**src/rtl/cnn_layer_accel_conv_seq_ctrl_pkg.sv**
```systemverilog
// Shared types and sizes for the conv-array sequencer.
// Optional perf counters are enabled with CNN_SEQ_PERF_CNT_EN.
package cnn_layer_accel_seq_pkg;

  localparam int unsigned C_MAX_WINDOW_SIZE   = 3;
  localparam int unsigned C_IMG_DATA_WIDTH    = 18;
  localparam int unsigned C_FILTER_DATA_WIDTH = 18;
  localparam int unsigned C_CNT_WIDTH         = 16;

  localparam int unsigned C_FILT_BUS_W = C_MAX_WINDOW_SIZE * C_FILTER_DATA_WIDTH;
  localparam int unsigned C_IMG_BUS_W  = C_MAX_WINDOW_SIZE * C_IMG_DATA_WIDTH;

  // One filter beat per window row; the beat counter wraps after the last lane.
  localparam int unsigned C_FBEAT_W    = $clog2(C_MAX_WINDOW_SIZE + 1);
  localparam int unsigned C_LAST_FBEAT = C_MAX_WINDOW_SIZE - 1;

  typedef enum logic [2:0] {
    S_IDLE,
    S_CINIT,
    S_FLOAD,
    S_STREAM,
    S_DRAIN,
    S_DONE
  } seq_state_e;

endpackage

```
**src/rtl/cnn_layer_accel_conv_seq_ctrl_if.sv**
```systemverilog
// Control, stream and array-side signals of the conv-array sequencer.
interface cnn_layer_accel_conv_seq_ctrl_if;
  import cnn_layer_accel_seq_pkg::*;

  logic                    start;
  logic                    abort;
  logic [C_CNT_WIDTH-1:0]  cfg_num_pix;
  logic [C_CNT_WIDTH-1:0]  cfg_num_out;
  logic                    filt_valid;
  logic                    filt_ready;
  logic [C_FILT_BUS_W-1:0] filt_data;
  logic                    img_valid;
  logic                    img_ready;
  logic [C_IMG_BUS_W-1:0]  img_data;
  logic                         count_init;
  logic                         pipeline_active;
  logic [C_MAX_WINDOW_SIZE-1:0] i_filter_init;
  logic [C_FILT_BUS_W-1:0]      i_filter_datain;
  logic [C_IMG_BUS_W-1:0]       i_img_datain;
  logic                         img_datain_valid;
  logic                         arr_dataout_valid;
  logic                         busy;
  logic                         done;

  modport master (
    output start, abort, cfg_num_pix, cfg_num_out,
    output filt_valid, filt_data, img_valid, img_data, arr_dataout_valid,
    input  filt_ready, img_ready, count_init, pipeline_active, i_filter_init,
    input  i_filter_datain, i_img_datain, img_datain_valid, busy, done
  );

  modport slave (
    input  start, abort, cfg_num_pix, cfg_num_out,
    input  filt_valid, filt_data, img_valid, img_data, arr_dataout_valid,
    output filt_ready, img_ready, count_init, pipeline_active, i_filter_init,
    output i_filter_datain, i_img_datain, img_datain_valid, busy, done
  );

endinterface

```
**src/rtl/cnn_layer_accel_conv_seq_ctrl_counter.sv**
```systemverilog
// Loadable up/down counter that saturates at zero (down) or all-ones (up).
module cnn_layer_accel_seq_counter #(
  parameter int unsigned W = 16
) (
  input  logic         clk,
  input  logic         rst,
  input  logic         load_i,
  input  logic [W-1:0] load_val_i,
  input  logic         en_i,
  input  logic         up_i,
  output logic [W-1:0] cnt_o
);

  logic [W-1:0] cnt_q;
  logic [W-1:0] cnt_d;

  always_comb begin
    cnt_d = cnt_q;
    if (load_i) begin
      cnt_d = load_val_i;
    end else if (en_i) begin
      if (up_i) begin
        if (cnt_q != '1) cnt_d = cnt_q + W'(1);
      end else begin
        if (cnt_q != '0) cnt_d = cnt_q - W'(1);
      end
    end
  end

  always_ff @(posedge clk) begin
    if (!rst) cnt_q <= '0;
    else      cnt_q <= cnt_d;
  end

  assign cnt_o = cnt_q;

endmodule

```
**src/rtl/cnn_layer_accel_conv_seq_ctrl.sv**
```systemverilog
// Sequencer feeding cnn_layer_accel_layer_conv_array: count init, filter load, image stream, drain.
// Define CNN_SEQ_PERF_CNT_EN to add the stall/total cycle counters.
module cnn_layer_accel_conv_seq_ctrl
  import cnn_layer_accel_seq_pkg::*;
(
  input  logic clk,
  input  logic rst,
  cnn_layer_accel_conv_seq_ctrl_if.slave bus
`ifdef CNN_SEQ_PERF_CNT_EN
  ,
  output logic [C_CNT_WIDTH-1:0] perf_stall_cycles,
  output logic [C_CNT_WIDTH-1:0] perf_total_cycles
`endif
);

  seq_state_e state_q, state_d;

  logic [C_FBEAT_W-1:0]         fbeat_q;
  logic [C_CNT_WIDTH-1:0]       cfg_out_q;
  logic [C_CNT_WIDTH-1:0]       pix_cnt;
  logic [C_CNT_WIDTH-1:0]       out_cnt;
  logic                         count_init_q;
  logic                         pipe_q;
  logic                         busy_q;
  logic                         done_q;
  logic [C_MAX_WINDOW_SIZE-1:0] finit_q;
  logic [C_FILT_BUS_W-1:0]      fdata_q;
  logic [C_IMG_BUS_W-1:0]       idata_q;
  logic                         ivld_q;

  logic filt_rdy, img_rdy;
  logic start_go, filt_acc, img_acc, run_win, arr_inc, out_reached, last_fbeat;

  assign filt_rdy = (state_q == S_FLOAD);
  assign img_rdy  = (state_q == S_STREAM) && (pix_cnt != '0);

  // Beats arriving in the abort cycle are dropped.
  assign start_go   = (state_q == S_IDLE) && bus.start;
  assign filt_acc   = bus.filt_valid && filt_rdy && !bus.abort;
  assign img_acc    = bus.img_valid && img_rdy && !bus.abort;
  assign run_win    = state_q inside {S_CINIT, S_FLOAD, S_STREAM, S_DRAIN};
  assign last_fbeat = (fbeat_q == C_FBEAT_W'(C_LAST_FBEAT));

  // Results are only counted up to the target, so overshoot is ignored.
  assign arr_inc     = run_win && bus.arr_dataout_valid && !bus.abort && (out_cnt < cfg_out_q);
  assign out_reached = (out_cnt == cfg_out_q) ||
                       (arr_inc && ((out_cnt + C_CNT_WIDTH'(1)) == cfg_out_q));

  always_comb begin
    state_d = state_q;
    if (bus.abort && (state_q != S_IDLE)) begin
      state_d = S_IDLE;
    end else begin
      case (state_q)
        S_IDLE:   if (bus.start) state_d = S_CINIT;
        S_CINIT:  state_d = S_FLOAD;
        S_FLOAD:  if (filt_acc && last_fbeat) state_d = (pix_cnt == '0) ? S_DRAIN : S_STREAM;
        S_STREAM: if (img_acc && (pix_cnt == C_CNT_WIDTH'(1))) state_d = S_DRAIN;
        S_DRAIN:  if (out_reached) state_d = S_DONE;
        S_DONE:   state_d = S_IDLE;
        default:  state_d = S_IDLE;
      endcase
    end
  end

  always_ff @(posedge clk) begin
    if (!rst) begin
      state_q      <= S_IDLE;
      fbeat_q      <= '0;
      cfg_out_q    <= '0;
      count_init_q <= 1'b0;
      pipe_q       <= 1'b0;
      busy_q       <= 1'b0;
      done_q       <= 1'b0;
      finit_q      <= '0;
      fdata_q      <= '0;
      idata_q      <= '0;
      ivld_q       <= 1'b0;
    end else begin
      state_q      <= state_d;
      count_init_q <= (state_d == S_CINIT);
      pipe_q       <= state_d inside {S_CINIT, S_FLOAD, S_STREAM, S_DRAIN};
      busy_q       <= (state_d != S_IDLE);
      done_q       <= (state_d == S_DONE);
      finit_q      <= {C_MAX_WINDOW_SIZE{filt_acc}};
      ivld_q       <= img_acc;
      if (filt_acc) fdata_q <= bus.filt_data;
      if (img_acc)  idata_q <= bus.img_data;
      if (start_go) begin
        cfg_out_q <= bus.cfg_num_out;
        fbeat_q   <= '0;
      end else if (filt_acc) begin
        fbeat_q <= last_fbeat ? '0 : fbeat_q + C_FBEAT_W'(1);
      end
    end
  end

  cnn_layer_accel_seq_counter #(.W(C_CNT_WIDTH)) u_pix_cnt (
    .clk        (clk),
    .rst        (rst),
    .load_i     (start_go),
    .load_val_i (bus.cfg_num_pix),
    .en_i       (img_acc),
    .up_i       (1'b0),
    .cnt_o      (pix_cnt)
  );

  cnn_layer_accel_seq_counter #(.W(C_CNT_WIDTH)) u_out_cnt (
    .clk        (clk),
    .rst        (rst),
    .load_i     (start_go),
    .load_val_i ('0),
    .en_i       (arr_inc),
    .up_i       (1'b1),
    .cnt_o      (out_cnt)
  );

`ifdef CNN_SEQ_PERF_CNT_EN
  logic stall_c;
  assign stall_c = (filt_rdy && !bus.filt_valid) || (img_rdy && !bus.img_valid);

  cnn_layer_accel_seq_counter #(.W(C_CNT_WIDTH)) u_stall_cnt (
    .clk        (clk),
    .rst        (rst),
    .load_i     (start_go),
    .load_val_i ('0),
    .en_i       (stall_c),
    .up_i       (1'b1),
    .cnt_o      (perf_stall_cycles)
  );

  cnn_layer_accel_seq_counter #(.W(C_CNT_WIDTH)) u_total_cnt (
    .clk        (clk),
    .rst        (rst),
    .load_i     (start_go),
    .load_val_i ('0),
    .en_i       (state_q != S_IDLE),
    .up_i       (1'b1),
    .cnt_o      (perf_total_cycles)
  );
`endif

  assign bus.filt_ready       = filt_rdy;
  assign bus.img_ready        = img_rdy;
  assign bus.count_init       = count_init_q;
  assign bus.pipeline_active  = pipe_q;
  assign bus.i_filter_init    = finit_q;
  assign bus.i_filter_datain  = fdata_q;
  assign bus.i_img_datain     = idata_q;
  assign bus.img_datain_valid = ivld_q;
  assign bus.busy             = busy_q;
  assign bus.done             = done_q;

endmodule

```
**src/flat_wrapper.sv**
```systemverilog
// flat-port wrapper written by rule: the top's interface ports become plain ports
module cnn_layer_accel_conv_seq_ctrl_flat import cnn_layer_accel_seq_pkg::*;
  (clk, rst, bus_start, bus_abort, bus_cfg_num_pix, bus_cfg_num_out, bus_filt_valid, bus_filt_data, bus_img_valid, bus_img_data, bus_arr_dataout_valid, bus_filt_ready, bus_img_ready, bus_count_init, bus_pipeline_active, bus_i_filter_init, bus_i_filter_datain, bus_i_img_datain, bus_img_datain_valid, bus_busy, bus_done);
  cnn_layer_accel_conv_seq_ctrl_if bus_i ();
  input  logic clk;
  input  logic rst;
  input wire logic [$bits(bus_i.start)-1:0] bus_start;
  input wire logic [$bits(bus_i.abort)-1:0] bus_abort;
  input wire logic [$bits(bus_i.cfg_num_pix)-1:0] bus_cfg_num_pix;
  input wire logic [$bits(bus_i.cfg_num_out)-1:0] bus_cfg_num_out;
  input wire logic [$bits(bus_i.filt_valid)-1:0] bus_filt_valid;
  input wire logic [$bits(bus_i.filt_data)-1:0] bus_filt_data;
  input wire logic [$bits(bus_i.img_valid)-1:0] bus_img_valid;
  input wire logic [$bits(bus_i.img_data)-1:0] bus_img_data;
  input wire logic [$bits(bus_i.arr_dataout_valid)-1:0] bus_arr_dataout_valid;
  output wire logic [$bits(bus_i.filt_ready)-1:0] bus_filt_ready;
  output wire logic [$bits(bus_i.img_ready)-1:0] bus_img_ready;
  output wire logic [$bits(bus_i.count_init)-1:0] bus_count_init;
  output wire logic [$bits(bus_i.pipeline_active)-1:0] bus_pipeline_active;
  output wire logic [$bits(bus_i.i_filter_init)-1:0] bus_i_filter_init;
  output wire logic [$bits(bus_i.i_filter_datain)-1:0] bus_i_filter_datain;
  output wire logic [$bits(bus_i.i_img_datain)-1:0] bus_i_img_datain;
  output wire logic [$bits(bus_i.img_datain_valid)-1:0] bus_img_datain_valid;
  output wire logic [$bits(bus_i.busy)-1:0] bus_busy;
  output wire logic [$bits(bus_i.done)-1:0] bus_done;
  assign bus_i.start = bus_start;
  assign bus_i.abort = bus_abort;
  assign bus_i.cfg_num_pix = bus_cfg_num_pix;
  assign bus_i.cfg_num_out = bus_cfg_num_out;
  assign bus_i.filt_valid = bus_filt_valid;
  assign bus_i.filt_data = bus_filt_data;
  assign bus_i.img_valid = bus_img_valid;
  assign bus_i.img_data = bus_img_data;
  assign bus_i.arr_dataout_valid = bus_arr_dataout_valid;
  assign bus_filt_ready = bus_i.filt_ready;
  assign bus_img_ready = bus_i.img_ready;
  assign bus_count_init = bus_i.count_init;
  assign bus_pipeline_active = bus_i.pipeline_active;
  assign bus_i_filter_init = bus_i.i_filter_init;
  assign bus_i_filter_datain = bus_i.i_filter_datain;
  assign bus_i_img_datain = bus_i.i_img_datain;
  assign bus_img_datain_valid = bus_i.img_datain_valid;
  assign bus_busy = bus_i.busy;
  assign bus_done = bus_i.done;
  cnn_layer_accel_conv_seq_ctrl u_core (.clk(clk), .rst(rst), .bus(bus_i));
endmodule
```
**config.mk**
```make
export PLATFORM = sky130hd
export DESIGN_NAME = cnn_layer_accel_conv_seq_ctrl_flat
export DESIGN_NICKNAME = d
export VERILOG_FILES = /design/src/rtl/cnn_layer_accel_conv_seq_ctrl_pkg.sv /design/src/rtl/cnn_layer_accel_conv_seq_ctrl_if.sv /design/src/rtl/cnn_layer_accel_conv_seq_ctrl_counter.sv /design/src/rtl/cnn_layer_accel_conv_seq_ctrl.sv /design/src/flat_wrapper.sv
export SDC_FILE = /design/constraint.sdc
export NUM_CORES = 1
export LEC_CHECK = 0
export CAP_MARGIN = 0
export CORE_MARGIN = 1.5
export CORE_UTILIZATION = 49
export CTS_BUF_LIST = sky130_fd_sc_hd__clkbuf_16
export CTS_CLUSTER_DIAMETER = 80
export DETAILED_ROUTE_END_ITERATION = 8
export GPL_TIMING_DRIVEN = 0
export MAX_ROUTING_LAYER = met4
export PLACE_DENSITY = 0.95
export SLEW_MARGIN = 20
export SYNTH_ARGS = -nofsm -noshare
export SYNTH_HDL_FRONTEND = slang
export SYNTH_SLANG_ARGS = --single-unit
```
**constraint.sdc**
```tcl
create_clock -name clk -period 4.9 [get_ports clk]
set_input_delay 0.49 -clock clk [delete_from_list [all_inputs] [get_ports clk]]
set_output_delay 0.49 -clock clk [all_outputs]
set_load 0.02 [all_outputs]
```
==> summary.txt <==
Status: finished with violations
Violated checks: DRC
Top-area cell type share of the netlist area: 45.1%
Filler Cell Count: 1023
Setup TNS: 0 ns
Required time of the critical path: 5.19 ns
Grt ovf: 0
Number of synthesized flops with an enable pin: 0
Main area contributors after synthesis: dfxtp_1 45%, nand2_1 14%, a21oi_1 10%
Slowest cell on crit path: or4_1
Clock slew at reported path FFs: 0.06 ns
Die area: 15900 um2
Total power: 0.00316 W
Post-CTS Setup Bufs: 0
CTS tree: built
Die H: 126 um
Fin. Hold Viols: 0
Layout cells sized above 1: 3.98%
Count leader, synth: nand2_1
Routability cong.: 0.948
Pwr dens: 291 nW/um2
Synth cell types: 64
Row count: 44
CTS Buf Count: 17
Root Driver: clkbuf_16
Met2 Routed Length: 12500 um
RSZ-0062 raised after global routing: false
Leak: 3.71 nW
Main synth FF type: dfxtp_1
Max FO, Critical Path: 10
Most frequent cells after synthesis: 281 x nand2_1, 167 x dfxtp_1, 150 x a21oi_1, 49 x nor2_1, 48 x clkbuf_1
ANT nets after route: 0
Initial Util: 50.6%
F_max: 321 MHz
Seq/Total Area, Yosys: 45.1%
Met3 wire len: 1760 um
Vias: 8084
Clock network latency to the later pin of the worst-skew pair: 0.43 ns
Synthesized area: 7410 um2
Relative slew slack: 56.2%
Worst EP arrival: 3.40 ns
Drt drc: 5
Syn nets: 1125
Worst min path class: reg -> reg
CP Class: reg -> reg
Fin crit share: 63.5%
# hold bufs at CTS: 0
Die Wd: 126 um
First-pass DRT Iterations: 7
Syn Inst Count: 959
Iter 0 DRT Violations: 824
Wl on met1: 10200 um
Worst-path cell chain: inv_1 > ha_1 > nand4_1 > or4_1 > a21o_1 > o211ai_1 > a41o_1 > clkbuf_1 > nor3_1 > xnor2_1 > nor2_1
Count of final setup violators: 0
Post-CTS sizing: 0
Fin crit period: 3.11 ns
DPL Wire Length: 18800 um
Fin nets: 1408
Largest net degree at the start of global routing: 17
Worst Max-Slew Pin Slew: 0.657 ns
Initial antenna violation count: 0
Peak VDD IR: 0.000214 V
Max-Cap Viols: 0
Asr flop ratio synth: 0%
Antenna cells: 0
Syn. warnings: 0
I/O Pins: 265
Port-buffer cells: 264
# clock sinks: 167
Seq cells post-synth: 167
Largest area contributor in the netlist: dfxtp_1
Worst path max stage delay: 0.60 ns
Core box area: 14600 um2
Total GRT Usage: 33.2%
Wire per inst: 17.7 um
DR top layer: met4
Syn_area_per_cell: 7.73 um2
Global-route wire length before repair: 40600 um
Vias per std cell: 5.62
Longest Clk Path Bufs: 2
Slew Viols, Final: 0
CP Capture Type: register
H-tree Lvls: 4
Syn-to-layout area delta: 46.6%
Skew final: 0.0110 ns
DRT Wirelength: 25400 um
Crit start category: register
Vias in the first global route: 8071
critical path: cells and delay by family (launching register included):
family / cells / cell delay (ns)
XOR/XNOR: 1 / 0.17
AND/OR/NAND/NOR: 4 / 0.97
flip-flops: 1 / 0.46
buffers and inverters: 2 / 0.57
adder cells (fa/ha/maj): 1 / 0.32
AO/OA/AOI/OAI: 3 / 0.50
per-stage QoR:
stage / area [um2] / hold WS, ns / util, % / std cells / setup slack (ns)
3_5_place_dp: 10300 / 0.446 / 70.2 / 1407 / 1.74
3_3_place_gp: 10300 / 0.441 / 70.2 / 1407 / 1.78
5_1_grt: 10900 / 0.473 / 74.2 / 1439 / 1.53
6_report: 10900 / 0.453 / 74.2 / 1439 / 1.79
4_1_cts: 10900 / 0.455 / 74.2 / 1439 / 1.85
2_1_floorplan: 7410 / 0.440 / - / 959 / 2.41
power breakdown:
| part | internal [W] | switching (W) | total (W) |
|---|---|---|---|
| Clock | 0.000752 | 0.000572 | 0.00132 |
| Sequential | 0.00139 | 0.0000379 | 0.00143 |
| Combinational | 0.000207 | 0.000200 | 0.000407 |
| Total | 0.00235 | 0.000810 | 0.00316 |
registers in the layout (all words and copies together) (netlist names), 2 cells and up:
name and flops:
u_core.bus.i_filter_datain 54, u_core.bus.i_img_datain 54, u_core.cfg_out_q 16, u_core.u_out_cnt.cnt_o 16
u_core.u_pix_cnt.cnt_o 16, u_core.state_q 3, u_core.fbeat_q 2
kinds of logic (layout without fill, tap and decap cells):
logic type / Yosys count / count (layout) / share of synthesized area (%)
flops: 167 / 167 / 45.1
fa+ha+maj: 20 / 20 / 3.34
mux: 2 / 2 / 0.287
buf+inv: 93 / 389 / 4.98
simple gates: 431 / 431 / 26.1
compound gates: 213 / 213 / 16.3
xor+xnor: 33 / 33 / 3.90
worst paths after layout:
path | start | endpoint | slack, ns | cells after the start
max | u_core.cfg_out_q[14] | u_core.u_out_cnt.cnt_o[8] | 1.79 | 11
min | u_core.bus.i_filter_datain[25] | u_core.bus.i_filter_datain[25] | 0.45 | 2
max reg2reg | u_core.cfg_out_q[14] | u_core.u_out_cnt.cnt_o[8] | 1.79 | 11
min reg2reg | u_core.bus.i_filter_datain[25] | u_core.bus.i_filter_datain[25] | 0.45 | 2
final cells by class:
type	count	area [um2]	share of cell area (%)
sequential	167	3340	30.8
multi-input combinational	699	3700	34.0
buffer	66	268	2.47
inverter	27	101	0.933
clock inverter	15	153	1.41
tap	184	230	2.12
clock buffer	17	425	3.92
timing repair buffer	264	2640	24.3
layout by cell type (no fill, tap or decap), drive strengths merged, types with 6 or more instances in the layout:
master,instances
a211oi,6
nand2,281
xnor2,30
nor3,15
dfxtp,167
or3,8
a21oi,151
nor2,50
o21ai,17
clkinv,8
nor4,13
nand3,17
ha,19
clkbuf,65
nand4,14
inv,31
o211ai,6
buf,18
and3,6
clkdlybuf4s50,264
layer usage:
| layer | track usage (%) | up-vias |
|---|---|---|
| met5 | - | - |
| met4 | 15.4 | 0 |
| met3 | 6.92 | 84 |
| met2 | 55.7 | 361 |
| met1 | 38.3 | 3814 |
| li1 | - | 3825 |
No activity file was read; power rests on OpenSTA's default activity.
